File: src/rtl/seq_signed_mult_bcd_if.sv
// Operand/result bundle for the signed BCD multiplier: start handshake, scroll pulses, result and window.
interface seq_signed_mult_bcd_if #(
   parameter int WIDTH = 8,
   parameter int WIN   = 3
);
   logic                 start;
   logic [WIDTH-1:0]     multiplier;
   logic [WIDTH-1:0]     multiplicand;
   logic                 scroll_left;
   logic                 scroll_right;
   logic                 busy;
   logic                 done;
   logic [2*WIDTH-1:0]   product;
   logic                 sign;
   logic [4*WIN-1:0]     win_digits;
   logic                 at_lsd;
   logic                 at_msd;

   modport master (
      output start, multiplier, multiplicand, scroll_left, scroll_right,
      input  busy, done, product, sign, win_digits, at_lsd, at_msd
   );

   modport slave (
      input  start, multiplier, multiplicand, scroll_left, scroll_right,
      output busy, done, product, sign, win_digits, at_lsd, at_msd
   );
endinterface

File: src/rtl/seq_signed_mult_bcd.sv
// Sequential signed multiply (early-out shift-add) then double-dabble to NDIG BCD digits with a scrollable window.
// Latency bitlen(|multiplier|) + 2*WIDTH edges to done; start while busy is dropped, scrolling accepted any time.
module seq_signed_mult_bcd #(
   parameter int WIDTH = 8,
   parameter int NDIG  = 5,
   parameter int WIN   = 3
) (
   input  logic sys_clk,
   input  logic rst,
   seq_signed_mult_bcd_if.slave bus
);
   localparam int PW   = 2*WIDTH - 1;
   localparam int DW   = 4*NDIG;
   localparam int PMAX = NDIG - WIN;
   localparam int POSW = (PMAX > 0) ? $clog2(PMAX + 1) : 1;
   localparam int CW   = $clog2(2*WIDTH);
   localparam logic [CW-1:0]   LAST     = CW'(2*WIDTH - 2);
   localparam logic [POSW-1:0] POS_MAX  = POSW'(PMAX);

   typedef enum logic [1:0] {IDLE, MUL, BCD, DONE} state_t;

   state_t state, state_n;

   logic [WIDTH-1:0]   mplier;
   logic [PW-1:0]      mcand;
   logic [PW-1:0]      acc;
   logic               psign;
   logic [DW-1:0]      bcd, bcd_sh, adj;
   logic [PW-1:0]      bin, bin_sh;
   logic [CW-1:0]      cnt;
   logic [DW-1:0]      digits;
   logic [POSW-1:0]    pos;
   logic [2*WIDTH-1:0] product_r;
   logic               sign_r;

   logic [WIDTH-1:0]   abs_a, abs_b;
   logic [2*WIDTH-1:0] mag;
   logic               neg;
   logic               commit;
   logic [DW-1:0]      win_sh;

   assign abs_a  = bus.multiplier[WIDTH-1]   ? (~bus.multiplier + 1'b1)   : bus.multiplier;
   assign abs_b  = bus.multiplicand[WIDTH-1] ? (~bus.multiplicand + 1'b1) : bus.multiplicand;
   assign mag    = {1'b0, acc};
   assign neg    = psign && (acc != '0);
   assign commit = (state == BCD) && (cnt == LAST);

   always_ff @(posedge sys_clk) begin
      if (rst) state <= IDLE;
      else     state <= state_n;
   end

   always_comb begin
      state_n = state;
      case (state)
         IDLE:    if (bus.start) state_n = MUL;
         MUL:     if (mplier == '0) state_n = BCD;
         BCD:     if (cnt == LAST) state_n = DONE;
         DONE:    state_n = IDLE;
         default: state_n = IDLE;
      endcase
   end

   // One double-dabble step: correct digits >= 5, then shift the whole digit:binary chain left.
   always_comb begin
      adj = bcd;
      for (int i = 0; i < NDIG; i++) begin
         if (bcd[4*i +: 4] >= 4'd5) adj[4*i +: 4] = bcd[4*i +: 4] + 4'd3;
      end
      bcd_sh = {adj[DW-2:0], bin[PW-1]};
      bin_sh = {bin[PW-2:0], 1'b0};
   end

   always_ff @(posedge sys_clk) begin
      if (rst) begin
         mplier    <= '0;
         mcand     <= '0;
         acc       <= '0;
         psign     <= 1'b0;
         bcd       <= '0;
         bin       <= '0;
         cnt       <= '0;
         digits    <= '0;
         product_r <= '0;
         sign_r    <= 1'b0;
      end else begin
         case (state)
            IDLE: begin
               if (bus.start) begin
                  mplier <= abs_a;
                  mcand  <= {{(PW-WIDTH){1'b0}}, abs_b};
                  acc    <= '0;
                  psign  <= bus.multiplier[WIDTH-1] ^ bus.multiplicand[WIDTH-1];
               end
            end
            MUL: begin
               if (mplier == '0) begin
                  bcd <= '0;
                  bin <= acc;
                  cnt <= '0;
               end else begin
                  if (mplier[0]) acc <= acc + mcand;
                  mcand  <= mcand << 1;
                  mplier <= mplier >> 1;
               end
            end
            BCD: begin
               bcd <= bcd_sh;
               bin <= bin_sh;
               cnt <= cnt + 1'b1;
               if (commit) begin
                  digits    <= bcd_sh;
                  sign_r    <= neg;
                  product_r <= neg ? (~mag + 1'b1) : mag;
               end
            end
            default: ;
         endcase
      end
   end

   // A commit resets the window even if a scroll arrives on the same edge.
   always_ff @(posedge sys_clk) begin
      if (rst || commit) begin
         pos <= '0;
      end else if (bus.scroll_left && !bus.scroll_right && (pos != POS_MAX)) begin
         pos <= pos + 1'b1;
      end else if (bus.scroll_right && !bus.scroll_left && (pos != '0)) begin
         pos <= pos - 1'b1;
      end
   end

   assign win_sh         = digits >> {pos, 2'b00};
   assign bus.win_digits = win_sh[4*WIN-1:0];
   assign bus.at_lsd     = (pos == '0);
   assign bus.at_msd     = (pos == POS_MAX);
   assign bus.busy       = (state != IDLE);
   assign bus.done       = (state == DONE);
   assign bus.product    = product_r;
   assign bus.sign       = sign_r;
endmodule

File: src/flat_wrapper.sv
// flat-port wrapper written by rule: the top's interface ports become plain ports
module seq_signed_mult_bcd_flat 
#(
   parameter int WIDTH = 8,
   parameter int NDIG  = 5,
   parameter int WIN   = 3
)
  (sys_clk, rst, bus_start, bus_multiplier, bus_multiplicand, bus_scroll_left, bus_scroll_right, bus_busy, bus_done, bus_product, bus_sign, bus_win_digits, bus_at_lsd, bus_at_msd);
  seq_signed_mult_bcd_if #(.WIDTH(WIDTH), .WIN(WIN)) bus_i ();
  input  logic sys_clk;
  input  logic rst;
  input wire logic [$bits(bus_i.start)-1:0] bus_start;
  input wire logic [$bits(bus_i.multiplier)-1:0] bus_multiplier;
  input wire logic [$bits(bus_i.multiplicand)-1:0] bus_multiplicand;
  input wire logic [$bits(bus_i.scroll_left)-1:0] bus_scroll_left;
  input wire logic [$bits(bus_i.scroll_right)-1:0] bus_scroll_right;
  output wire logic [$bits(bus_i.busy)-1:0] bus_busy;
  output wire logic [$bits(bus_i.done)-1:0] bus_done;
  output wire logic [$bits(bus_i.product)-1:0] bus_product;
  output wire logic [$bits(bus_i.sign)-1:0] bus_sign;
  output wire logic [$bits(bus_i.win_digits)-1:0] bus_win_digits;
  output wire logic [$bits(bus_i.at_lsd)-1:0] bus_at_lsd;
  output wire logic [$bits(bus_i.at_msd)-1:0] bus_at_msd;
  assign bus_i.start = bus_start;
  assign bus_i.multiplier = bus_multiplier;
  assign bus_i.multiplicand = bus_multiplicand;
  assign bus_i.scroll_left = bus_scroll_left;
  assign bus_i.scroll_right = bus_scroll_right;
  assign bus_busy = bus_i.busy;
  assign bus_done = bus_i.done;
  assign bus_product = bus_i.product;
  assign bus_sign = bus_i.sign;
  assign bus_win_digits = bus_i.win_digits;
  assign bus_at_lsd = bus_i.at_lsd;
  assign bus_at_msd = bus_i.at_msd;
  seq_signed_mult_bcd #(.WIDTH(WIDTH), .NDIG(NDIG), .WIN(WIN)) u_core (.sys_clk(sys_clk), .rst(rst), .bus(bus_i));
endmodule
File: config.mk
export PLATFORM = sky130hd
export DESIGN_NAME = seq_signed_mult_bcd_flat
export DESIGN_NICKNAME = d
export VERILOG_FILES = /design/src/rtl/seq_signed_mult_bcd_if.sv /design/src/rtl/seq_signed_mult_bcd.sv /design/src/flat_wrapper.sv
export SDC_FILE = /design/constraint.sdc
export NUM_CORES = 1
export LEC_CHECK = 0
export ABC_AREA = 1
export CAP_MARGIN = 40
export CORE_ASPECT_RATIO = 1.25
export CORE_MARGIN = 2
export CORE_UTILIZATION = 30
export DETAILED_ROUTE_END_ITERATION = 16
export GPL_TIMING_DRIVEN = 0
export MAX_ROUTING_LAYER = met4
export PLACE_DENSITY = 0.49
export SLEW_MARGIN = 30
export SYNTH_ARGS = -nofsm -noshare
export SYNTH_HDL_FRONTEND = slang
export SYNTH_SLANG_ARGS = --single-unit
File: constraint.sdc
create_clock -name sys_clk -period 5.1 [get_ports sys_clk]
set_input_delay 1.02 -clock sys_clk [delete_from_list [all_inputs] [get_ports sys_clk]]
set_output_delay 1.02 -clock sys_clk [all_outputs]
set_load 0.05 [all_outputs]
==> results.tsv, run 1 <==
stage	metric	value	unit
global_route	grt_pass1_vias	6565	
layout	nets	1182	
critical_path	required	4.08	ns
critical_path	crit_slowest_cell	clkdlybuf4s50_1	
synthesis	synth_nets	1113	
timing	hold_violations	0	
critical_path	endpoint_kind	primary output	
timing	fmax	273	MHz
synthesis	ys.flop_type	dfxtp_1	
synthesis	ys_warn_count	0	
timing	slew_headroom	49.3	%
layout	syn2layout_area_growth	21.6	%
global_route	grt_max_degree	17	
routing	dr_wl_met3	578	um
layout	diodes	0	
synthesis	synth.distinct_cells	34	
routing	wl_met1	8.39	mm
cts	cts_tree	yes	
floorplan	die_x	139	um
routing	via_per_inst	4.64	
cts	clockRootBuffer	clkbuf_16	
routing	route.antenna.remaining_nets	0	
routing	highest_layer	met4	
cts	cts_buffers	17	
timing	finalCritPeriodShare	71.8	%
global_route	grtUsageTotal	17.1	%
routing	wl_met2	10.0	mm
critical_path	critPathBufInv	3	
timing	skew	0.00628	ns
cts	cts_max_path_buffers	2	
synthesis	synth_cells	1057	
critical_path	path_max_fanout	10	
timing	drv_slew	0	
layout	final_util	37.3	%
timing	worst_slew_pin_slew	0.761	ns
floorplan	floorplan.rows	61	
routing	routed_wl	19.5	mm
timing	tns	0	ns
critical_path	crit_type	register to primary output	
place	hpwl	15.5	mm
synthesis	synth.top_cell.area_share	34.7	%
cts	post_cts_buffers	0	
synthesis	synth-edff-count	0	
routing	wl_per_cell	13.7	um
run_status	status	finished, final reports clean	
synthesis	async_reset_ff_share	0	%
cts	holdBufCountCts	0	
routing	dr.pass1.iters	4	
timing	rsz0062_at_grt	false	
critical_path	crit_chain	clkbuf_1 > clkbuf_1 > o21ai_0 > o22ai_1 > clkdlybuf4s50_1	
routing	num_vias	6597	
global_route	antenna_found_initial	0	
floorplan	coreArea	22400	um2
power	p_leak	3.56	nW
floorplan	pin_count	54	
synthesis	synth_seq_area_share	34.7	%
critical_path	start_kind	register	
cts	cts.clk_slew.worst_paths	0.06	ns
synthesis	avgSynthCellArea	6.50	um2
routing	drtIter0Drc	230	
synthesis	ys_top_cells_by_area	dfxtp_1 (35%), nand2_1 (16%), o21ai_0 (7.2%)	
floorplan	die_h	173	um
layout	drive_gt1_share	6.32	%
critical_path	r2r_setup_slack	2.89	ns
place	port_buffers	50	
place	place.gp.congestion	0.875	
cts	insertion_delay	0.42	ns
cts	h-tree-depth	4	
power	power-per-cell-area	413	nW/um2
place	dp_cells	1390	
critical_path	cpMostUsedCell	clkbuf_1	
synthesis	synth_area	6870	um2
floorplan	die-area	24100	um2
floorplan	start_util	30.7	%
timing	layout_min_cycle_time	3.66	ns
run	cap_viol_max_count	0	
synthesis	synth.most_common_cell	nand2_1	
global_route	grt_pass1_wl	32.4	mm
synthesis	synth_top_cell_by_area	dfxtp_1	
critical_path	cp.arrival	2.64	ns
global_route	gr-total-overflow	0	
cts	cts.sinks	119	
synthesis	synth_common_cells	nand2_1 (290), inv_1 (130), dfxtp_1 (119)	
critical_path	critPathTopFamily	buffers and inverters	
timing	finalSetupViolCount	0	
routing	drc	0	
layout	instances_no_fill	1422	
hold_path	min_path_type	register to register	
cts	post_cts_resized	0	
synthesis	synth-seq-cells	119	
power	vdd_drop_max	0.000226	V
critical_path	max_stage_delay	0.83	ns
## kinds of logic after synthesis
family                     Yosys count  synth area share, %
DFF                                119                 34.7
adders and majority gates           35                 6.49
buffers and inverters              180                 10.5
xor gates and xnor gates            19                 2.42
and+or+nand+nor                    477                 28.3
AOI/OAI and AO/OA                  227                 17.6
## layout by cell type (no fill, tap or decap), types with 2 or more instances in the layout
cell type	synthesis	layout
nor2_2	4	4
nand3_1	53	53
a22o_1	5	5
clkbuf_1	26	26
clkinvlp_4	0	3
nand2_2	3	3
clkbuf_16	0	17
a21oi_1	96	96
o21ai_1	5	5
buf_4	7	7
clkdlybuf4s50_1	0	50
bufinv_16	0	4
nor2_1	104	104
buf_2	8	8
nor2_4	2	2
xnor2_1	2	2
ha_1	34	34
or2_2	4	4
inv_6	0	3
inv_2	6	6
nand4_1	8	8
nor3_1	3	3
xor2_1	17	17
inv_1	130	130
dfxtp_1	119	119
o21ai_2	2	2
o211ai_1	5	5
o22ai_1	12	12
o21ai_0	99	99
nand2_1	290	290
clkinv_4	0	2
clkinv_2	0	3
nand3b_1	5	5
## tightest hold or removal path, stage by stage, from the launching register on
cell and delay [ns]:
dfxtp_1 0.31, nand2_1 0.06, nand2_1 0.04
## path summary, 6_finish.rpt
check                  startpoint           endpoint  cells past startpoint
setup / recovery    u_core.pos[0]  bus_win_digits[6]                      5
hold / removal    u_core.bus.sign    u_core.bus.sign                      2
setup reg to reg  u_core.state[0]  u_core.digits[10]                      7
hold reg to reg   u_core.bus.sign    u_core.bus.sign                      2
## per-layer routing
metal	global-route usage (%)	up-vias
li1	-	3527
met1	18.4	2944
met2	31.1	91
met3	2.52	35
met4	7.20	0
met5	-	-
## sequential cells by signal (all words and copies together) (netlist names)
| name | count |
|---|---|
| u_core.bus.sign | 1 |
| u_core.pos | 2 |
| u_core.bus.product | 16 |
| u_core.digits | 20 |
| u_core.mcand | 15 |
| u_core.bin | 15 |
| u_core.state | 2 |
| u_core.mplier | 8 |
| u_core.psign | 1 |
| u_core.cnt | 4 |
| u_core.acc | 15 |
| u_core.bcd | 20 |
## metrics by stage
| step | power, mW | instance area, um2 | setup WS [ns] | hold WS (ns) |
|---|---|---|---|---|
| floorplan | 1.89 | 6870 | 1.73 | 0.429 |
| global placement | 2.19 | 7720 | 1.85 | 0.443 |
| detailed placement | 2.20 | 7720 | 1.88 | 0.448 |
| CTS | 3.49 | 8350 | 1.42 | 0.458 |
| global route | 3.67 | 8350 | 1.27 | 0.479 |
| finish | 3.45 | 8350 | 1.44 | 0.453 |
## layout make-up
cell class                 count  area (um2)
clock buffer                  17         425
clock inverter                15         201
tap                          283         354
multi-input combinational    758        3760
timing repair buffer          50         500
inverter                     137         517
fill                        2464       14000
buffer                        43         205
sequential                   119        2380
## report_power, final
| group | leakage, nW | switching [mW] | internal [mW] | total [mW] |
|---|---|---|---|---|
| sequential | 0.964 | 0.0782 | 1.05 | 1.13 |
| combinational | 2.29 | 0.714 | 0.323 | 1.04 |
| clock | 0.300 | 0.462 | 0.819 | 1.28 |
(Power assumes the default switching activity.)
==> run 2, diff against run 1 <==
Settings changed: PLACE_DENSITY 0.49 to 0.5.
Clock period 5.1 ns to 3.1 ns, I/O delays scaled along.
==> run 2 against run 1 <==
Compared with the run above:
- setup slack worse by 1.2 ns
- global-route usage fell by 0.098 points
- total power grew 57%
- via count is 0.74% lower
- final cell count hardly changed
- largest cell class unchanged
- combinational power increased by 62%
- final area decreased by 1.0%
- register-to-register slack lost 1.9 ns
- die area did not move
- worst hold slack lost 0.00081 ns
- sequential share of layout area increased by 0.29 points
- first-iteration DRC count increased by 36%
==> results.tsv, run 2 (same netlist as run 1, synthesis figures left out) <==
stage	metric	value	unit
routing	via_per_inst	4.61	
critical_path	crit_type	register to primary output	
layout	drive_gt1_share	6.24	%
run_status	status	finished, final reports clean	
floorplan	start_util	30.7	%
global_route	antenna_found_initial	0	
layout	final_cell_mix	nand2_1 (290), inv_1 (130), dfxtp_1 (119), nor2_1 (104), o21ai_0 (99)	
hold_path	min_path_type	register to register	
cts	cts_tree	yes	
routing	route.antenna.remaining_nets	0	
layout	n_fill_cell	2507	
layout	syn2layout_area_growth	20.3	%
global_route	gr-total-overflow	0	
floorplan	die_x	139	um
critical_path	endpoint_kind	primary output	
place	place_ws	0.275	ns
place	place.gp.congestion	0.878	
routing	routed_wl	19.2	mm
routing	wl_per_cell	13.5	um
global_route	grt_pass1_vias	6663	
cts	cts_buffers	17	
timing	slew_headroom	55.4	%
layout	final_common_cell	nand2_1	
routing	dr.pass1.iters	4	
layout	nets	1182	
timing	finalSetupViolCount	0	
global_route	grt_max_degree	17	
floorplan	floorplan.rows	61	
critical_path	start_kind	register	
critical_path	critPathTopFamily	buffers and inverters	
floorplan	die_h	173	um
cts	cts.clk_slew.worst_paths	0.05	ns
floorplan	pin_count	54	
floorplan	coreArea	22400	um2
cts	insertion_delay	0.41	ns
timing	drv_slew	0	
global_route	grt_pass1_wl	32.4	mm
timing	layout_min_cycle_time	2.91	ns
critical_path	crit_chain	clkbuf_1 > inv_1 > nor2_1 > clkdlybuf4s50_1	
timing	rsz0062_at_grt	false	
cts	post_cts_buffers	0	
layout	final_util	36.9	%
cts	cts_max_path_buffers	2	
timing	worst_slew_pin_slew	0.669	ns
power	p_leak	3.59	nW
timing	finalCritPeriodShare	93.8	%
power	power	5.43	mW
routing	drc	0	
critical_path	max_stage_delay	0.84	ns
routing	drtIter0Drc	313	
critical_path	required	2.48	ns
timing	tns	0	ns
timing	skew	0.00902	ns
timing	fmax	344	MHz
floorplan	die-area	24100	um2
power	vdd_drop_max	0.000396	V
timing	hold_violations	0	
place	port_buffers	50	
routing	num_vias	6548	
critical_path	crit_slowest_cell	clkdlybuf4s50_1	
timing	worst_slack	0.191	ns
cts	clockRootBuffer	clkbuf_16	
cts	h-tree-depth	4	
critical_path	path_max_fanout	9	
place	hpwl	15.3	mm
global_route	grtUsageTotal	17.0	%
run	cap_viol_max_count	0	
cts	cts.sinks	119	
critical_path	cp.arrival	2.29	ns
power	power-per-cell-area	657	nW/um2
layout	diodes	0	
critical_path	critPathBufInv	3	
[run 2: area by class of cell]
| class | count | area [um2] | share of cell area (%) |
|---|---|---|---|
| buffer | 43 | 205 | 2.48 |
| clock buffer | 22 | 454 | 5.50 |
| clock inverter | 9 | 103 | 1.24 |
| inverter | 137 | 517 | 6.25 |
| multi-input combinational | 758 | 3760 | 45.5 |
| sequential | 119 | 2380 | 28.8 |
| tap | 283 | 354 | 4.29 |
| timing repair buffer | 50 | 485 | 5.88 |
[run 2: worst paths after layout]
path | start | end | slack [ns] | depth (start not counted)
setup / recovery | u_core.pos[1] | bus_at_msd | 0.19 | 4
hold / removal | u_core.bus.product[11] | u_core.bus.product[11] | 0.45 | 2
setup reg to reg | u_core.state[0] | u_core.digits[10] | 0.97 | 7
hold reg to reg | u_core.bus.product[11] | u_core.bus.product[11] | 0.45 | 2
[run 2: what timing repair did]
action / 4_1_cts / 5_1_grt
hold buffers: 0 / 0
endpoints found under the setup margin: 9 / 10
gates cloned: 0 / 0
gates resized for setup: 9 / 14
[run 2: worst reg2reg max path, cell delays in order, from the launching register on]
cell,delay (ns)
dfxtp_1,0.36
inv_1,0.10
ha_1,0.28
inv_2,0.14
nor2_2,0.09
nor2_2,0.29
clkbuf_1,0.56
a22o_1,0.24
[run 2: stage by stage]
stage,hold slack (ns),instance area [um2],cells
2_1_floorplan,0.429,6870,1057
3_3_place_gp,0.442,7720,1390
3_5_place_dp,0.448,7720,1390
4_1_cts,0.457,8270,1421
5_1_grt,0.476,8260,1421
6_report,0.452,8260,1421
[run 2: where the power goes]
group | switching [mW] | total (mW) | internal, mW
clock network | 0.690 | 1.88 | 1.19
registers | 0.130 | 1.86 | 1.73
logic | 1.16 | 1.68 | 0.523
[run 2: layer usage]
metal / up-vias / part of all wire [%] / track usage (%)
li1: 3528 / - / -
met1: 2912 / 44 / 18.7
met2: 89 / 52 / 31.3
met3: 19 / 2.9 / 2.91
met4: 0 / 1.6 / 4.67
met5: - / 0 / -
